## src/rtl/dds_pkg.sv

```systemverilog
// Shared DDS constants: amplitude/PWM widths, dead-time FSM encoding, duty conversion.
// Latency: none (types, constants and a pure combinational helper).
// Backpressure: not applicable.
package dds_pkg;

   localparam int AMP_W = 16;
   localparam int CNT_W = 10;

   // Dead-time FSM encoding, kept as plain constants so legacy tools can read it.
   localparam logic [1:0] ST_OFF     = 2'd0;
   localparam logic [1:0] ST_DT_WAIT = 2'd1;
   localparam logic [1:0] ST_HI_ON   = 2'd2;
   localparam logic [1:0] ST_LO_ON   = 2'd3;

   localparam logic [AMP_W-1:0] AMP_MSB = {1'b1, {(AMP_W-1){1'b0}}};

   // Signed amplitude -> unsigned duty: flip the sign bit (adds mid-scale offset),
   // then keep the top CNT_W bits. Pure truncation, no rounding.
   function automatic logic [CNT_W-1:0] amp_to_duty(input logic [AMP_W-1:0] amp);
      return CNT_W'((amp ^ AMP_MSB) >> (AMP_W - CNT_W));
   endfunction

endpackage

```

## src/rtl/pwm_modulator_if.sv

```systemverilog
// Bundles the modulator's control input, sample input and pin/debug outputs.
// Latency: none (wires only).
// Backpressure: none; amplitude is a free-running sample stream.
interface pwm_modulator_if;
   import dds_pkg::*;

   logic             en;
   logic [AMP_W-1:0] amplitude;
   logic             pwm_hi;
   logic             pwm_lo;
   logic             period_start;
   logic [CNT_W-1:0] duty_active;

   modport master (
      output en, amplitude,
      input  pwm_hi, pwm_lo, period_start, duty_active
   );

   modport slave (
      input  en, amplitude,
      output pwm_hi, pwm_lo, period_start, duty_active
   );

endinterface

```

## src/rtl/pwm_deadtime.sv

```systemverilog
// Turns the raw PWM level into a complementary hi/lo pin pair with dead-time on every edge.
// Latency: pins follow raw after DEADTIME+1 cycles when turning on, 1 cycle when turning off.
// Backpressure: none; raw is consumed every cycle.
module pwm_deadtime
   import dds_pkg::*;
#(
   parameter int DEADTIME = 4
) (
   input  logic clk_i,
   input  logic rst_i,
   input  logic en_i,
   input  logic raw_i,
   output logic pwm_hi_o,
   output logic pwm_lo_o
);

   localparam int             DT_W    = $clog2(DEADTIME + 1);
   localparam logic [DT_W-1:0] DT_LAST = DT_W'(DEADTIME - 1);

   logic [1:0]      state_q, state_d;
   logic [DT_W-1:0] dt_cnt_q, dt_cnt_d;
   logic            raw_q, raw_d;
   logic            hi_q, hi_d;
   logic            lo_q, lo_d;

   // Next state: disable wins, then any raw edge restarts the dead-time wait.
   always_comb begin
      state_d  = state_q;
      dt_cnt_d = dt_cnt_q;
      raw_d    = raw_i;
      if (!en_i) begin
         state_d  = ST_OFF;
         dt_cnt_d = '0;
         raw_d    = 1'b0;
      end else if (raw_i != raw_q) begin
         state_d  = ST_DT_WAIT;
         dt_cnt_d = '0;
      end else begin
         case (state_q)
            ST_OFF: begin
               // Leaving OFF always goes through a full dead-time window.
               state_d  = ST_DT_WAIT;
               dt_cnt_d = '0;
            end
            ST_DT_WAIT: begin
               dt_cnt_d = dt_cnt_q + 1'b1;
               if (dt_cnt_q == DT_LAST) begin
                  state_d = raw_i ? ST_HI_ON : ST_LO_ON;
               end
            end
            default: begin
            end
         endcase
      end
      hi_d = (state_d == ST_HI_ON);
      lo_d = (state_d == ST_LO_ON);
   end

   // State, dead-time counter, previous raw and registered pins.
   always_ff @(posedge clk_i) begin
      if (rst_i) begin
         state_q  <= ST_OFF;
         dt_cnt_q <= '0;
         raw_q    <= 1'b0;
         hi_q     <= 1'b0;
         lo_q     <= 1'b0;
      end else begin
         state_q  <= state_d;
         dt_cnt_q <= dt_cnt_d;
         raw_q    <= raw_d;
         hi_q     <= hi_d;
         lo_q     <= lo_d;
      end
   end

   assign pwm_hi_o = hi_q;
   assign pwm_lo_o = lo_q;

endmodule

```

## src/rtl/pwm_modulator.sv

```systemverilog
// Fixed-period PWM from signed amplitude: double-buffered duty, counter, raw compare, dead-time pins.
// Latency: sample taken at end of period drives raw from the next period; pins lag raw (see pwm_deadtime).
// Backpressure: none; amplitude may change every cycle, only the end-of-period value is used.
module pwm_modulator
   import dds_pkg::*;
#(
   parameter int DEADTIME = 4
) (
   input  logic           clk,
   input  logic           rst,
   pwm_modulator_if.slave bus
);

   localparam logic [CNT_W-1:0] DUTY_MID = {1'b1, {(CNT_W-1){1'b0}}};

   logic [CNT_W-1:0] cnt_q, cnt_d;
   logic [CNT_W-1:0] duty_q, duty_d;
   logic [CNT_W-1:0] duty_next;
   logic             en_q;
   logic             raw_q, raw_d;
   logic             ps_q, ps_d;

   // Counter, duty double buffer, period strobe and raw compare.
   always_comb begin
      duty_next = amp_to_duty(bus.amplitude);
      // Counter stays parked at 0 while disabled and on the enable-rising cycle,
      // so a re-enabled period always begins with a full cnt==0 cycle.
      cnt_d = '0;
      if (bus.en && en_q) begin
         cnt_d = cnt_q + 1'b1;
      end
      // New duty only lands when a period (re)starts; mid-period samples are ignored.
      duty_d = (cnt_d == '0) ? duty_next : duty_q;
      ps_d   = bus.en && (cnt_d == '0);
      // Raw stays low on the enable-rising cycle so the first period is not one cycle long.
      raw_d  = bus.en && en_q && (cnt_q < duty_q);
   end

   // Reset treats the device as already mid-period with mid-scale duty loaded,
   // so holding en high through reset does not reload duty at release.
   always_ff @(posedge clk) begin
      if (rst) begin
         cnt_q  <= '0;
         duty_q <= DUTY_MID;
         en_q   <= 1'b1;
         raw_q  <= 1'b0;
         ps_q   <= 1'b0;
      end else begin
         cnt_q  <= cnt_d;
         duty_q <= duty_d;
         en_q   <= bus.en;
         raw_q  <= raw_d;
         ps_q   <= ps_d;
      end
   end

   pwm_deadtime #(
      .DEADTIME (DEADTIME)
   ) u_deadtime (
      .clk_i    (clk),
      .rst_i    (rst),
      .en_i     (bus.en),
      .raw_i    (raw_q),
      .pwm_hi_o (bus.pwm_hi),
      .pwm_lo_o (bus.pwm_lo)
   );

   assign bus.period_start = ps_q;
   assign bus.duty_active  = duty_q;

endmodule
```

## src/flat_wrapper.sv

```systemverilog
// flat-port wrapper written by rule: the top's interface ports become plain ports
module pwm_modulator_flat import dds_pkg::*;
#(
   parameter int DEADTIME = 4
)
  (clk, rst, bus_en, bus_amplitude, bus_pwm_hi, bus_pwm_lo, bus_period_start, bus_duty_active);
  pwm_modulator_if bus_i ();
  input  logic clk;
  input  logic rst;
  input wire logic [$bits(bus_i.en)-1:0] bus_en;
  input wire logic [$bits(bus_i.amplitude)-1:0] bus_amplitude;
  output wire logic [$bits(bus_i.pwm_hi)-1:0] bus_pwm_hi;
  output wire logic [$bits(bus_i.pwm_lo)-1:0] bus_pwm_lo;
  output wire logic [$bits(bus_i.period_start)-1:0] bus_period_start;
  output wire logic [$bits(bus_i.duty_active)-1:0] bus_duty_active;
  assign bus_i.en = bus_en;
  assign bus_i.amplitude = bus_amplitude;
  assign bus_pwm_hi = bus_i.pwm_hi;
  assign bus_pwm_lo = bus_i.pwm_lo;
  assign bus_period_start = bus_i.period_start;
  assign bus_duty_active = bus_i.duty_active;
  pwm_modulator #(.DEADTIME(DEADTIME)) u_core (.clk(clk), .rst(rst), .bus(bus_i));
endmodule
```

## config.mk

```make
export PLATFORM = sky130hd
export DESIGN_NAME = pwm_modulator_flat
export DESIGN_NICKNAME = d
export VERILOG_FILES = /design/src/rtl/dds_pkg.sv /design/src/rtl/pwm_modulator_if.sv /design/src/rtl/pwm_deadtime.sv /design/src/rtl/pwm_modulator.sv /design/src/flat_wrapper.sv
export SDC_FILE = /design/constraint.sdc
export NUM_CORES = 1
export LEC_CHECK = 0
export ABC_AREA = 1
export ABC_CLOCK_PERIOD_IN_PS = 4300
export CAP_MARGIN = 20
export CORE_AREA = 8 8 64 66
export CTS_BUF_LIST = sky130_fd_sc_hd__clkbuf_16
export DETAILED_ROUTE_END_ITERATION = 10
export DIE_AREA = 0 0 72 74
export MAX_ROUTING_LAYER = met4
export PLACE_DENSITY = 0.86
export SYNTH_ARGS = -nofsm -noshare
export SYNTH_HDL_FRONTEND = slang
export SYNTH_SLANG_ARGS = --single-unit
```

## constraint.sdc

```tcl
create_clock -name clk -period 4.3 [get_ports clk]
set_clock_uncertainty 0.05 [all_clocks]
set_input_delay 0.645 -clock clk [delete_from_list [all_inputs] [get_ports clk]]
set_output_delay 0.645 -clock clk [all_outputs]
set_load 0.05 [all_outputs]
```

==> results of run 1 <==
-- Yosys cell counts --
master    number  area (µm²)
nor2_4         1        11.3
nand2_2        6        37.5
o21ai_0        3        15.0
nor3_1         3        15.0
inv_1         39         146
a21oi_1       18        90.1
nor2_1        30         113
o21bai_1       2        15.0
nand3_2        2        20.0
o22ai_1        1        6.26
nor2_2         7        43.8
nand4_1        1        6.26
buf_6          4        45.0
dfxtp_1       31         621
nand2_1       41         154
nand3b_1       1        7.51
ha_1          12         150
clkinv_2       1        5.00
o211ai_1       1        7.51
a21boi_0       1        7.51
or2_2          1        6.26
clkbuf_1       2        7.51
a211oi_1       1        7.51
xor2_1         1        8.76
nand3_1       21         105
-- layer usage --
| layer | part of all wire | wire length (µm) | vias up |
|---|---|---|---|
| met1 | 0.51 | 1670 | 644 |
| met3 | 0.030 | 99 | 7 |
| li1 | - | - | 778 |
| met4 | 0.022 | 72 | 0 |
| met2 | 0.44 | 1420 | 31 |
| met5 | 0 | 0 | - |
-- area by class of cell --
type                    count  area (µm²)
clock buffers               5         125
clock inverters             3        15.0
fillers                   276        1130
inverters                  40         151
multi-input cells         154         827
flip-flops and latches     31         621
well taps                  46        57.6
repair buffers             25         250
-- worst max-delay path: stages --
cell,delay [ns]
clkdlybuf4s50_1,0.47
nand2_2,0.16
clkinv_2,0.14
nand3_1,0.14
nand2_1,0.07
nor2_2,0.56
nand3_1,0.14
nand2_1,0.10
nor2_1,0.05
-- per-stage QoR --
stage | setup WS, ns | power, W | area, µm²
global route | 1.64 | 0.000780 | 2050
global placement | 1.67 | 0.000420 | 1910
finish | 1.93 | 0.000743 | 2050
floorplan | 2.61 | 0.000387 | 1650
detailed placement | 1.66 | 0.000422 | 1910
CTS | 1.95 | 0.000752 | 2050
-- registers in the layout (all words and copies together) (netlist names) --
register / cells
u_core.raw_q: 1
u_core.en_q: 1
u_core.u_deadtime.dt_cnt_q: 3
u_core.u_deadtime.state_q: 2
u_core.bus.period_start: 1
u_core.u_deadtime.pwm_hi_o: 1
u_core.cnt_q: 10
u_core.u_deadtime.pwm_lo_o: 1
u_core.bus.duty_active: 10
u_core.u_deadtime.raw_q: 1
-- worst paths after layout --
path | start | end | slack (ns) | cells past startpoint
setup / recovery | bus_en | u_core.bus.duty_active[5] | 1.93 | 9
hold / removal | u_core.raw_q | u_core.u_deadtime.raw_q | 0.40 | 2
setup reg to reg | u_core.cnt_q[1] | u_core.bus.duty_active[5] | 2.15 | 10
hold reg to reg | u_core.raw_q | u_core.u_deadtime.raw_q | 0.40 | 2
-- report_power, final --
part | switching (W) | internal [W] | leakage, nW
Clock | 0.000117 | 0.000210 | 0.0733
Sequential | 0.00000851 | 0.000299 | 0.254
Combinational | 0.0000667 | 0.0000413 | 0.623
Total | 0.000192 | 0.000551 | 0.950
-- cell families after synthesis --
family	share of synthesized area
AOI/OAI and AO/OA	0.0902
buffers and inverters	0.123
DFF	0.376
adders and majority gates	0.0909
xor gates and xnor gates	0.00530
and+or+nand+nor	0.314
==> results.txt, run 1 <==
The run finished with clean final reports. The total overflow left after global routing is 0. Root buffer cell: clkbuf_16.

Along the worst path, the maximum fanout reaches 20. The cell area after technology mapping was 0.00165 mm²; the number of sinks handled by clock tree synthesis was 31. Derived from the worst setup path, the maximum achievable clock frequency is 0.421 GHz. Critical path startpoint category: an input pin. The initial core utilization was 0.519; the clock transition at the registers of the reported paths was 0.05 ns. The floorplan has 21 rows.

The final cycle utilization of the critical path works out to 0.552. The clock latency of the later-clocked register in the worst-skew pair is 0.27 ns, and the global placement routability congestion is 0.921. The x dimension of the die came out at 72 µm. For the count of synthesis-stage warnings from yosys, the log shows 0. IR analysis of the VDD net gives a maximum drop of 0.265 mV. Setup repair after global routing left no endpoint under its margin. The clock period could shrink to 2.37 ns. The tools report the total wire length after detailed routing as 3260 µm.

Synthesized net count: 262. In this run, synthesis produced a sequential element count of 31. The portion of the post-synthesis area used by sequential elements is 0.376. After technology mapping, the gate count stands at 231. The peak-usage layer in the global routing report was met2. Once placement completed, the tool counted placed cells totaling 296. Summed over all failing endpoints, the final setup total negative slack is 0 ns. The classification of the worst setup path is in2reg. Number of max-capacitance violations reported: 0. After clock tree synthesis, the setup repair step added 0 buffers. The first routing iteration left 81 violations. The initial antenna violation count is 0, and the fraction of layout cells with a size suffix above 1 is 0.101. The deepest clock path buffer count came out at 2. The setup-violating endpoint count in the final report was 0; the met3 layer usage reported by global route was 0.0418. Kind of end point of the critical path: a flop.

The global routing met2 resource utilization was 0.217; the met1 routing resource usage after global routing was 0.169. The global-route total usage across every layer came out at 0.141. The number of clock buffers added by TritonCTS is 5.

Measured along the y axis, the die boundary spans 74 µm. For this design, the CTS-stage hold fixing added 0 buffers. The H-tree was split into 2 levels.

For the pin with the worst max-slew slack, the measured transition is 0.735 ns. For the via count of the first global-routing pass, the log shows 1315. Class of the tightest hold or removal check: reg2reg.

Dividing the detail-routed wire length by the instance count gives 10.7 µm. The detail route stage leaves a number of antenna-violating nets equal to 0. At the end of the flow, the number of nets in the layout was 288.

The tools report the maximum number of pins on one net before global-route repair as 21. The first global-routing pass estimated 5820 µm of wire. The tools report the half-perimeter wire length of the detailed placement result as 2410 µm. Worst path required time: 4.41 ns. The number of antenna cells inserted is 0, and the number of distinct library cell variants in the gate-level netlist after synthesis is 25. The first detailed-routing pass took 4 iterations. 32 I/O pins were placed. The final max-slew violation count was 0; the ratio of routed vias to standard cells was 4.80. Summed over all cells, the static leakage comes to 0.950 nW.

The via count is 1460. The quantity of gates resized following cts was 0. After detailed routing, the number of remaining DRC violations is 0.

Hold is met by 0.401 ns. The data arrival time of the critical path was 2.48 ns; the post-synthesis average cell area was 7.15 µm². The die covers 0.00533 mm². From synthesis to final layout, the design area changed by 23.9%. Power spread over the standard cell area amounts to 363 mW/mm². The count of placed standard cells in the final layout, fillers left out is 304, and the end-of-flow core utilization is 0.644. The count of buffers added on input and output ports is 25. TritonCTS built the clock tree. The most frequent standard cell in the layout excluding fill and tap cells is nand2_1. The final hold violation count was 0. The core region is 0.00318 mm². The library cells used most frequently in the layout, excluding fill and tap cells, are 41 x nand2_1, 39 x inv_1, 31 x dfxtp_1.

The tools report the max-slew headroom at the worst pin as 0.510.
Power figures use the tool's default switching activity.
==> run 2: changes to the inputs <==
--- a/config.mk
+++ b/config.mk
@@ -6,14 +6,14 @@
 export NUM_CORES = 1
 export LEC_CHECK = 0
 export ABC_AREA = 1
-export ABC_CLOCK_PERIOD_IN_PS = 4300
+export ABC_CLOCK_PERIOD_IN_PS = 2100
 export CAP_MARGIN = 20
-export CORE_AREA = 8 8 64 66
+export CORE_AREA = 8 8 69 71
 export CTS_BUF_LIST = sky130_fd_sc_hd__clkbuf_16
 export DETAILED_ROUTE_END_ITERATION = 10
-export DIE_AREA = 0 0 72 74
+export DIE_AREA = 0 0 77 79
 export MAX_ROUTING_LAYER = met4
-export PLACE_DENSITY = 0.86
+export PLACE_DENSITY = 0.78
 export SYNTH_ARGS = -nofsm -noshare
 export SYNTH_HDL_FRONTEND = slang
 export SYNTH_SLANG_ARGS = --single-unit
==> constraint.sdc (replaced) <==
create_clock -name clk -period 2.1 [get_ports clk]
set_clock_uncertainty 0.05 [all_clocks]
set_input_delay 0.315 -clock clk [delete_from_list [all_inputs] [get_ports clk]]
set_output_delay 0.315 -clock clk [all_outputs]
set_load 0.05 [all_outputs]
==> run 2 against run 1 <==
Count of clock-buffer cells in the layout unchanged. Die area up 14%. Clock power grew 140%. Total power increased by 120%. Global-route usage shrank 2.3 points. Non-clock buffer count increased by 4. Register-to-register slack worse by 1.8 ns.
==> results.txt, run 2 (same netlist as run 1, synthesis figures left out) <==
The total power divided by cell area came out at 779 mW/mm² (+110%). Cell with the biggest individual delay on the critical path: clkdlybuf4s50_1. In this design, the largest share of critical-path delay is due to buffers and inverters. The top-level I/O count came out at 32 (unchanged). The number of buffers and inverters on the critical path works out to 1 (-1).

The number of antenna cells inserted is 0 (unchanged), and the quantity of gates resized following cts is 0 (unchanged). The number of sinks handled by clock tree synthesis was 31 (unchanged); the final hold violation count was 0 (unchanged). The initial core utilization is 0.435 (-0.0847). The highest routed metal layer was met4. The run gives 1507 (+3.2%) as the via count. The clock latency of the later-clocked register in the worst-skew pair was 0.28 ns (about the same). The met3 wire length came out at 116 µm (+17%). The run finished with clean final reports. The final max-slew violation count is 0 (unchanged), and the internal power component is 0.00126 W (+130%). The tools report the reg-to-reg endpoint as u_core.bus.duty_active[7].

The run gives 0 (unchanged) as the number of DRC violations after detailed routing. The smallest clock period supported by the final layout is computed as 1.83 ns. The maximum fanout along the worst path is 3 (-85%).

The worst hold path terminates at u_core.u_deadtime.raw_q. The top cell types in the final layout, fill and taps aside, are 41 x nand2_1, 39 x inv_1, 31 x dfxtp_1. The via count of the first global-routing pass was 1405 (+6.8%); the deepest clock path buffer count was 2 (unchanged).

For the combinational cell fraction of total power, the log shows 0.139 (-0.006). The clock transition at the registers of the reported paths was 0.05 ns (about the same). Root buffer cell: clkbuf_16. The ratio of routed vias to standard cells was 4.83 (+0.57%); the count of buffers added by post-CTS timing repair for setup was 0 (unchanged). The largest stage delay on the critical path was 0.82 ns (+0.26 ns); the routed length on met2 was 1630 µm (+15%).

Setup repair after global routing left no endpoint under its margin. The run gives 0 (unchanged) as the residual overflow from global routing. The switching power came out at 0.000402 W (+110%). The area growth from synthesis to layout is 29.0%. Die outline area: 0.00608 mm² (+14%). The die boundary height works out to 79 µm (+6.8%).

The tools report the number of placement rows as 23 (+9.5%). For the worst IR drop on VDD, the log shows 0.370 mV (+40%). The logs give 373 (+35%) for the number of filler cells placed in the layout and 0.380 (-0.034) for the part of the power in registers.

The tools report the total design power as 0.00166 W (+120%). Net switching fraction of the power: 0.242 (-0.0163). STA classifies the critical path startpoint as a flop. DRC marker count from the first detailed-route iteration: 82 (+1.2%).

The number of hold buffers added after CTS was 0 (unchanged). The average wire per standard cell works out to 10.8 µm (+0.57%). In this run the critical register-to-register path is launched from u_core.cnt_q[1]. The depth of the worst register-to-register path came out at 11 (+1).

The run gives 0 (unchanged) as the setup-violating endpoint count in the final report. TritonCTS built the clock tree. The clock network power share came out at 0.481 (+0.040).

The classification of the worst setup path is reg2out. For the half-perimeter wire length of the detailed placement result, the log shows 2530 µm (+4.7%). The x dimension of the die came out at 77 µm (+6.9%). The startpoint identified for the worst hold timing path is u_core.raw_q.

The initial antenna violation count is 0 (unchanged), and the maximum number of pins on one net before global-route repair is 21 (unchanged). The run gives 5640 µm (-3.1%) as the wire length of the first global-routing pass. The run gives 0.30 ns (-1.85 ns) as the register-to-register path setup slack. The final cycle utilization of the critical path was 0.869; the maximum clock frequency was 0.548 GHz.

The logs give 1.46 ns (-1.02 ns) for the data arrival time of the critical path and 0.00380 mm² (+19%) for the core box area. The worst path required time is 1.74 ns (-2.67 ns). The wire length on met1 is 1530 µm (-8.6%), and the global-route total usage across every layer is 0.118 (-0.0230).

For the final total negative setup slack, the log shows 0 ns (unchanged). The measured slew at the worst slew-check pin came out at 0.505 ns (-0.230 ns). Class of the tightest hold or removal check: reg2reg. The total wire length after detailed routing is 3370 µm (+3.2%), and the max-slew headroom at the worst pin is 0.662 (+0.153). STA classifies the critical path endpoint as an output pin.

The number of nets in the layout was 292 (+1.4%). The logs give 4 (unchanged) for the number of iterations in the first detailed-routing pass and 0 (unchanged) for the count of antenna-violating nets left after detailed routing. The H-tree depth reported by CTS came out at 2 (unchanged). The tools report the area after detailed placement as 0.00197 mm² (+3.1%). The signal on the critical path passes through clkdlybuf4s50_1. The run gives 0 (unchanged) as the number of max-capacitance violations reported.

The final design instance area without fill was 0.00213 mm² (+4.1%). The run gives 0.849 (-7.8%) as the global placement routability congestion. The fraction of layout cells with a size suffix above 1 is 0.111 (+0.00991).

The library cell used most frequently in the layout, excluding fill and tap cells, is nand2_1. The CTS buffer count came out at 5 (unchanged). The total leakage power came out at 0.988 nW (+4.0%). The total of buffers placed on input and output ports was 25 (unchanged); the depth of the worst hold-timing path was 2 (unchanged).
run 2: changes by cell type in the layout (fill, tap and decap cells not counted), sizes merged:
cell,before,now
buf,0,4
bufinv,0,1
clkinv,4,3
run 2: area by class of cell:
cell class | instances | area, µm² | area share
Multi-Input combinational cell | 154 | 827 | 0.388
Sequential cell | 31 | 621 | 0.291
Timing Repair Buffer | 29 | 305 | 0.143
Inverter | 40 | 151 | 0.0711
Clock buffer | 5 | 125 | 0.0587
Tap cell | 50 | 62.6 | 0.0294
Clock inverter | 3 | 38.8 | 0.0182
run 2: metal layers:
metal | GRT usage | up-vias
met5 | - | -
met4 | 0.0887 | 0
met3 | 0.0293 | 7
met2 | 0.207 | 27
met1 | 0.112 | 688
li1 | - | 785
run 2: power by group through the flow:
stage / clock [W] / combinational [W] / sequential (W)
floorplan: 0 / 0.0000936 / 0.000699
global placement: 0 / 0.000228 / 0.000642
detailed placement: 0 / 0.000232 / 0.000642
CTS: 0.000816 / 0.000233 / 0.000630
global route: 0.000836 / 0.000252 / 0.000632
finish: 0.000799 / 0.000231 / 0.000630
run 2: worst max path at each step:
| stage | startpoint | to | slack [ns] | cells past startpoint |
|---|---|---|---|---|
| floorplan | u_core.bus.duty_active[7] | u_core.raw_q | 0.43 | 7 |
| global placement | bus_en | u_core.bus.duty_active[0] | 0.12 | 12 |
| detailed placement | bus_en | u_core.bus.duty_active[7] | 0.09 | 12 |
| CTS | u_core.bus.duty_active[0] | bus_duty_active[0] | 0.25 | 1 |
| global route | u_core.cnt_q[1] | u_core.bus.duty_active[3] | 0.18 | 11 |
| finish | u_core.bus.duty_active[0] | bus_duty_active[0] | 0.27 | 1 |
run 2: through the flow:
| stage | cells | setup WS (ns) | utilization | hold slack (ns) |
|---|---|---|---|---|
| after CTS | 312 | 0.255 | 0.561 | 0.387 |
| after global placement | 304 | 0.124 | 0.518 | 0.376 |
| after floorplan | 231 | 0.427 | - | 0.342 |
| after global routing | 312 | 0.182 | 0.561 | 0.397 |
| final | 312 | 0.275 | 0.561 | 0.386 |
| after detailed placement | 304 | 0.0935 | 0.518 | 0.379 |
